<file path="src/rtl/gol_pkg.sv">
// Shared types and constants for the Game of Life generation scheduler.
package gol_pkg;

  typedef enum logic [2:0] {
    S_IDLE,
    S_LD_START,
    S_LD_WAIT,
    S_CP_START,
    S_CP_WAIT,
    S_CM_START,
    S_CM_WAIT
  } state_t;

  localparam logic [1:0] OP_COPY    = 2'd0;
  localparam logic [1:0] OP_COMPUTE = 2'd1;
  localparam logic [1:0] OP_LOAD    = 2'd2;

  localparam int BOARD_CELLS = 64;

  // Last divider count before a wrap: frames per generation minus one.
  function automatic logic [2:0] speed_limit(input logic [1:0] speed);
    logic [2:0] lim;
    case (speed)
      2'd0:    lim = 3'd0;
      2'd1:    lim = 3'd1;
      2'd2:    lim = 3'd3;
      default: lim = 3'd7;
    endcase
    return lim;
  endfunction

endpackage

</file>
<file path="src/rtl/gol_frame_divider.sv">
// Frame divider: counts frame ticks and pulses wrap (same cycle as the tick) every 1<<speed frames.
module gol_frame_divider
  import gol_pkg::*;
(
  input  logic       clk,
  input  logic       reset,
  input  logic       frame_tick,
  input  logic       run_en,
  input  logic [1:0] speed,
  output logic       wrap
);

  logic [2:0] count;

  // >= so a count left above a newly lowered limit wraps on the next tick.
  assign wrap = frame_tick && run_en && (count >= speed_limit(speed));

  always_ff @(posedge clk) begin
    if (reset) begin
      count <= 3'd0;
    end else if (!run_en) begin
      count <= 3'd0;
    end else if (frame_tick) begin
      count <= wrap ? 3'd0 : count + 3'd1;
    end
  end

endmodule

</file>
<file path="src/rtl/gol_gen_scheduler.sv">
// Game of Life generation scheduler: arbitrates load/free-run/step requests on frame ticks and
// sequences COPY then COMPUTE (or LOAD) commands to the board engine with a watchdog.
module gol_gen_scheduler
  import gol_pkg::*;
#(
  parameter int GEN_W       = 16,
  parameter int TIMEOUT_CYC = 1024,
  parameter int OVR_W       = 8
) (
  input  logic             clk,
  input  logic             reset,
  input  logic             frame_tick,
  input  logic             run_en,
  input  logic             step_btn,
  input  logic             load_btn,
  input  logic [1:0]       speed,
  input  logic             engine_done,
  output logic             engine_start,
  output logic [1:0]       engine_op,
  output logic             vga_source,
  output logic [GEN_W-1:0] gen_count,
  output logic             gen_pulse,
  output logic             busy,
  output logic [OVR_W-1:0] overrun,
  output logic             timeout_err
);

  localparam int WD_W = $clog2(TIMEOUT_CYC) + 1;

  state_t          state;
  logic            step_prev, load_prev;
  logic            step_pend, load_pend, gen_due;
  logic [WD_W-1:0] wd;
  logic            wrap;

  gol_frame_divider u_div (
    .clk        (clk),
    .reset      (reset),
    .frame_tick (frame_tick),
    .run_en     (run_en),
    .speed      (speed),
    .wrap       (wrap)
  );

  // A request arriving in the tick cycle itself is served on that tick.
  logic step_req, load_req, gen_req, idle_eval;
  logic take_load, take_gen, take_step, drop, wd_exp;

  assign step_req  = step_pend | (step_btn & ~step_prev);
  assign load_req  = load_pend | (load_btn & ~load_prev);
  assign gen_req   = gen_due | wrap;
  assign idle_eval = (state == S_IDLE) && frame_tick;
  assign take_load = idle_eval && load_req;
  assign take_gen  = idle_eval && !load_req && gen_req;
  assign take_step = idle_eval && !load_req && !gen_req && step_req && !run_en;
  assign drop      = wrap && gen_due;
  assign wd_exp    = (wd == WD_W'(TIMEOUT_CYC - 1));

  assign busy = (state != S_IDLE);

  always_ff @(posedge clk) begin
    if (reset) begin
      state        <= S_IDLE;
      step_prev    <= 1'b0;
      load_prev    <= 1'b0;
      step_pend    <= 1'b0;
      load_pend    <= 1'b0;
      gen_due      <= 1'b0;
      wd           <= '0;
      engine_start <= 1'b0;
      engine_op    <= OP_COPY;
      vga_source   <= 1'b0;
      gen_count    <= '0;
      gen_pulse    <= 1'b0;
      overrun      <= '0;
      timeout_err  <= 1'b0;
    end else begin
      step_prev    <= step_btn;
      load_prev    <= load_btn;
      engine_start <= 1'b0;
      gen_pulse    <= 1'b0;

      load_pend <= take_load ? 1'b0 : load_req;
      step_pend <= (take_step || (idle_eval && run_en)) ? 1'b0 : step_req;
      gen_due   <= take_gen ? 1'b0 : gen_req;
      if (drop && (overrun != '1)) overrun <= overrun + OVR_W'(1);

      case (state)
        S_IDLE: begin
          if (take_load) begin
            state        <= S_LD_START;
            engine_start <= 1'b1;
            engine_op    <= OP_LOAD;
          end else if (take_gen || take_step) begin
            state        <= S_CP_START;
            engine_start <= 1'b1;
            engine_op    <= OP_COPY;
          end
        end
        S_LD_START: begin
          state <= S_LD_WAIT;
          wd    <= '0;
        end
        S_CP_START: begin
          state <= S_CP_WAIT;
          wd    <= '0;
        end
        S_CM_START: begin
          state <= S_CM_WAIT;
          wd    <= '0;
        end
        S_LD_WAIT: begin
          if (engine_done) begin
            state       <= S_IDLE;
            gen_count   <= '0;
            timeout_err <= 1'b0;
          end else if (wd_exp) begin
            state       <= S_IDLE;
            timeout_err <= 1'b1;
          end else begin
            wd <= wd + WD_W'(1);
          end
        end
        S_CP_WAIT: begin
          if (engine_done) begin
            state        <= S_CM_START;
            engine_start <= 1'b1;
            engine_op    <= OP_COMPUTE;
            vga_source   <= 1'b1;
          end else if (wd_exp) begin
            state       <= S_IDLE;
            timeout_err <= 1'b1;
          end else begin
            wd <= wd + WD_W'(1);
          end
        end
        S_CM_WAIT: begin
          // Done coinciding with watchdog expiry still completes the generation.
          if (engine_done) begin
            state      <= S_IDLE;
            gen_count  <= gen_count + GEN_W'(1);
            gen_pulse  <= 1'b1;
            vga_source <= 1'b0;
          end else if (wd_exp) begin
            state       <= S_IDLE;
            timeout_err <= 1'b1;
            vga_source  <= 1'b0;
          end else begin
            wd <= wd + WD_W'(1);
          end
        end
        default: state <= S_IDLE;
      endcase
    end
  end

endmodule

</file>
<file path="config.mk">
export PLATFORM = sky130hd
export DESIGN_NAME = gol_gen_scheduler
export DESIGN_NICKNAME = d
export VERILOG_FILES = /design/src/rtl/gol_pkg.sv /design/src/rtl/gol_frame_divider.sv /design/src/rtl/gol_gen_scheduler.sv
export SDC_FILE = /design/constraint.sdc
export NUM_CORES = 1
export LEC_CHECK = 0
export CAP_MARGIN = 15
export CORE_UTILIZATION = 40
export CTS_BUF_LIST = sky130_fd_sc_hd__clkbuf_8 sky130_fd_sc_hd__clkbuf_16
export CTS_CLUSTER_SIZE = 8
export DETAILED_ROUTE_END_ITERATION = 8
export DONT_BUFFER_PORTS = 1
export PLACE_DENSITY = 0.6
export SLEW_MARGIN = 20
export SYNTH_ARGS = -nofsm -noshare
export SYNTH_HDL_FRONTEND = slang
export SYNTH_SLANG_ARGS = --single-unit
</file>
<file path="constraint.sdc">
create_clock -name clk -period 5.9 [get_ports clk]
set_clock_uncertainty 0.1 [all_clocks]
set_input_delay 0.295 -clock clk [delete_from_list [all_inputs] [get_ports clk]]
set_output_delay 0.295 -clock clk [all_outputs]
set_load 0.01 [all_outputs]
</file>
==> run summary <==
CTS tree: yes
Multi-input logic area: 0.00132 mm²
Hpwl dp: 3420 µm
H-tree depth: 2
RSZ-0062 raised after global routing: false
CTS root buf: clkbuf_8
Average wire per standard cell: 13.9 µm
Gpl congestion: 0.777
Placed cell count: 343
Drt first pass iters: 5
Net Count, Synth: 297
FF-to-FF Start: u_div.count[0]$_SDFFE_PP0P_
Post-synthesis sequential area ratio: 42.2%
Layout cell share with drive strength beyond 1: 4.69%
F_max: 477 MHz
Synth Area in XOR/XNOR: 9.93%
Port bufs: 0
Grt ovf: 0
Setup TNS: 0 ns
Critical Path RT: 6.01 ns
Die footprint: 0.00649 mm²
R2R depth: 7
Io pins: 40
Final min period: 2.10 ns
Core area: 0.00592 mm²
Worst min-delay path class: in2reg
Net Switching: 0.000202 W
Max Cap Violations: 0
Vias in the first global route: 1699
Worst-path clk slew: 0.08 ns
Internal: 0.000504 W
Max Buffers Root-to-Sink: 2
Crit share post-route: 35.6%
Initial core utilization: 41.7%
Crit path DAT: 2.21 ns
Diodes inserted: 0
Largest net degree at the start of global routing: 20
Hold depth: 1
Max-slew violations: 0
TritonCTS Buffers: 5
Initial antenna violation count: 0
WL final: 4900 µm
Number of distinct library cells after synthesis: 48
Die Width: 80.6 µm
Post-synthesis mux area share: 0.405%
Sw Ratio: 28.7%
Top_reg_cell synth: dfxtp_1
Area Overhead vs Synth: 4.81%
Global route hottest layer: met2
ANT nets after route: 0
Setup violators final: 0
GR Layer Usage met3: 6.48%
Register-to-Register Setup Slack: 3.80 ns
Slew @ Worst Pin: 0.805 ns
CP Class: reg2reg
PwrDens: 273 mW/mm²
Adder-cell share of the synthesized area: 3.55%
Synth Area in Compound Gates: 11.8%
Sink of the worst hold path: step_prev$_SDFF_PP0_
#FFs+latches synth: 52
Combinational Power Share: 15.7%
Crit path from: u_div.count[0]$_SDFFE_PP0P_
Seq. cell area: 0.00104 mm²
CP endpoint kind: flop
Status: finished, final reports clean
Clock sink total: 52
Hold_sp: step_btn
Residual DRC: 0
Synth top area cells: dfxtp_1 (42%), xor2_1 (6.7%), nor2_1 (6.7%)
Avg Inst Size Synth: 8.79 µm²
Leakage: 0.979 nW
Netlist Area Pre-Place: 0.00247 mm²
Met2 Usage GRT: 25.3%
Nets@finish: 292
R2r endpoint: engine_op[0]$_SDFFE_PP0P_
Register share of total power: 55.9%
CP startpoint kind: flop
First-pass GRT wire length: 8000 µm
Clock share of power: 28.4%
Chip Height: 80.6 µm
Met1 GRT Util: 19.0%
Post-Layout Cell Count: 352
Synth top area share: 42.2%
Synth warn: 0
Slew HR: 46.1%
Largest family of logic cells by synthesized area: simple AND/OR/NAND/NOR gates
Post-CTS setup buffer count: 0
Via-to-Cell Ratio: 5.39
Mapped Cells: 281
Post-synth ARST share: 0%
Critical Path Fanout Max: 5
Final Hold Viols: 0
Clock Latency Late Sink: 0.30 ns
Detailed router's first-iteration violation count: 88
Via Count: 1896
Number of fill cells in the layout: 577
Simple-gate share of the synthesized area: 27.9%
Number of flops mapped to enable cells by yosys: 0
Std-Cell Rows: 28
GRT Resource Usage Total: 16.0%
Most area-hungry cell type in the Yosys netlist: dfxtp_1
Worst IR Drop VDD: 0.129 mV
Post-CTS Resized: 0
## area by class of cell
type                       count  share of cell area, %
clock buffer                   6                   3.19
clock inverter                 2                  0.290
inverter                       8                   1.16
multi-input combinational    208                   51.1
sequential                    52                   40.2
tap                           75                   3.63
timing repair buffer           1                  0.387
## Yosys cell counts, drive strengths merged (2+ instances only)
cell / count
nor2: 44
nor3b: 3
nor3: 8
xnor2: 9
nand3: 16
o211ai: 2
nor2b: 3
clkbuf: 5
a21oi: 14
dfxtp: 52
a31oi: 2
or2: 2
a211oi: 6
and4: 3
ha: 7
and3: 9
a21o: 4
inv: 8
o21ai: 4
nand4: 11
and2: 2
o211a: 2
nor4: 5
nand2: 13
xor2: 19
buf: 8
nand2b: 5
## cells by family (layout without fill, tap and decap cells)
group | Yosys count | after routing
simple gates | 129 | 129
flops | 52 | 52
compound gates | 43 | 43
xor+xnor | 28 | 28
buf+inv | 21 | 17
fa+ha+maj | 7 | 7
mux | 1 | 1
## flip-flops by register name, indices dropped and copies added, names as in the netlist
name and count:
load_prev 1, gen_pulse 1, gen_count 16, timeout_err 1, state 3, vga_source 1, overrun 8, wd 11
u_div.count 3, engine_op 2, load_pend 1, step_prev 1, step_pend 1, gen_due 1, engine_start 1
## power groups by stage
stage                     Combinational (W)  Sequential, W  Clock (W)
after floorplan                    0.000110       0.000390          0
after global placement             0.000108       0.000403          0
after detailed placement           0.000108       0.000403          0
after CTS                          0.000112       0.000395   0.000212
after global routing               0.000127       0.000399   0.000225
final                              0.000111       0.000395   0.000200
## through the flow
| step | util, % | hold WS (ns) | power [W] | area (µm²) | setup slack (ns) |
|---|---|---|---|---|---|
| after global routing | 43.7 | 0.0283 | 0.000752 | 2590 | 3.60 |
| final | 43.7 | 0.0247 | 0.000706 | 2590 | 3.80 |
| after detailed placement | 42.0 | 0.270 | 0.000511 | 2490 | 3.69 |
| after floorplan | - | 0.323 | 0.000501 | 2470 | 3.83 |
| after global placement | 42.0 | 0.271 | 0.000511 | 2490 | 3.72 |
| after CTS | 43.7 | 0.0137 | 0.000719 | 2590 | 3.81 |
## layer usage
metal | wire [µm] | share of wire [%] | vias up
li1 | - | - | 981
met1 | 2250 | 46 | 865
met5 | 0 | 0 | -
met2 | 2210 | 45 | 43
met4 | 86 | 1.8 | 0
met3 | 348 | 7.1 | 7
## critical path, stage by stage (launching register included)
cell and delay (ns):
dfxtp_1 0.37, inv_1 0.08, ha_1 0.29, nand2b_4 0.15
a2111o_1 0.40, o21ai_0 0.22, o211ai_1 0.17, a211oi_1 0.24
## cell usage in the layout, fill, tap and decap left out, drive strengths merged, types with 2 or more instances in the layout
master  netlist  final
ha            7      7
inv           8     10
a21o          4      4
nor3b         3      3
and3          9      9
xnor2         9      9
nor2b         3      3
nor3          8      8
and2          2      2
nand4        11     11
a211oi        6      6
a31oi         2      2
o21ai         4      4
o211a         2      2
nand2b        5      5
o211ai        2      2
dfxtp        52     52
nor4          5      5
xor2         19     19
nand2        13     13
a21oi        14     14
nor2         44     44
and4          3      3
nand3        16     16
clkbuf        5      6
or2           2      2
## worst max path at each step
stage                                           end  slack, ns  cells after the start
after floorplan           engine_op[0]$_SDFFE_PP0P_       3.83                      7
after global placement      overrun[5]$_SDFFE_PP0P_       3.72                      7
after detailed placement  engine_op[0]$_SDFFE_PP0P_       3.69                      7
after CTS                 engine_op[0]$_SDFFE_PP0P_       3.81                      7
after global routing      engine_op[0]$_SDFFE_PP0P_       3.60                      7
final                     engine_op[0]$_SDFFE_PP0P_       3.80                      7
## what timing repair did
item | CTS | global route
endpoints found under the hold margin | 19 | 0
hold buffers | 1 | 0
setup endpoints to repair | 0 | 0
(Power assumes the default switching activity.)
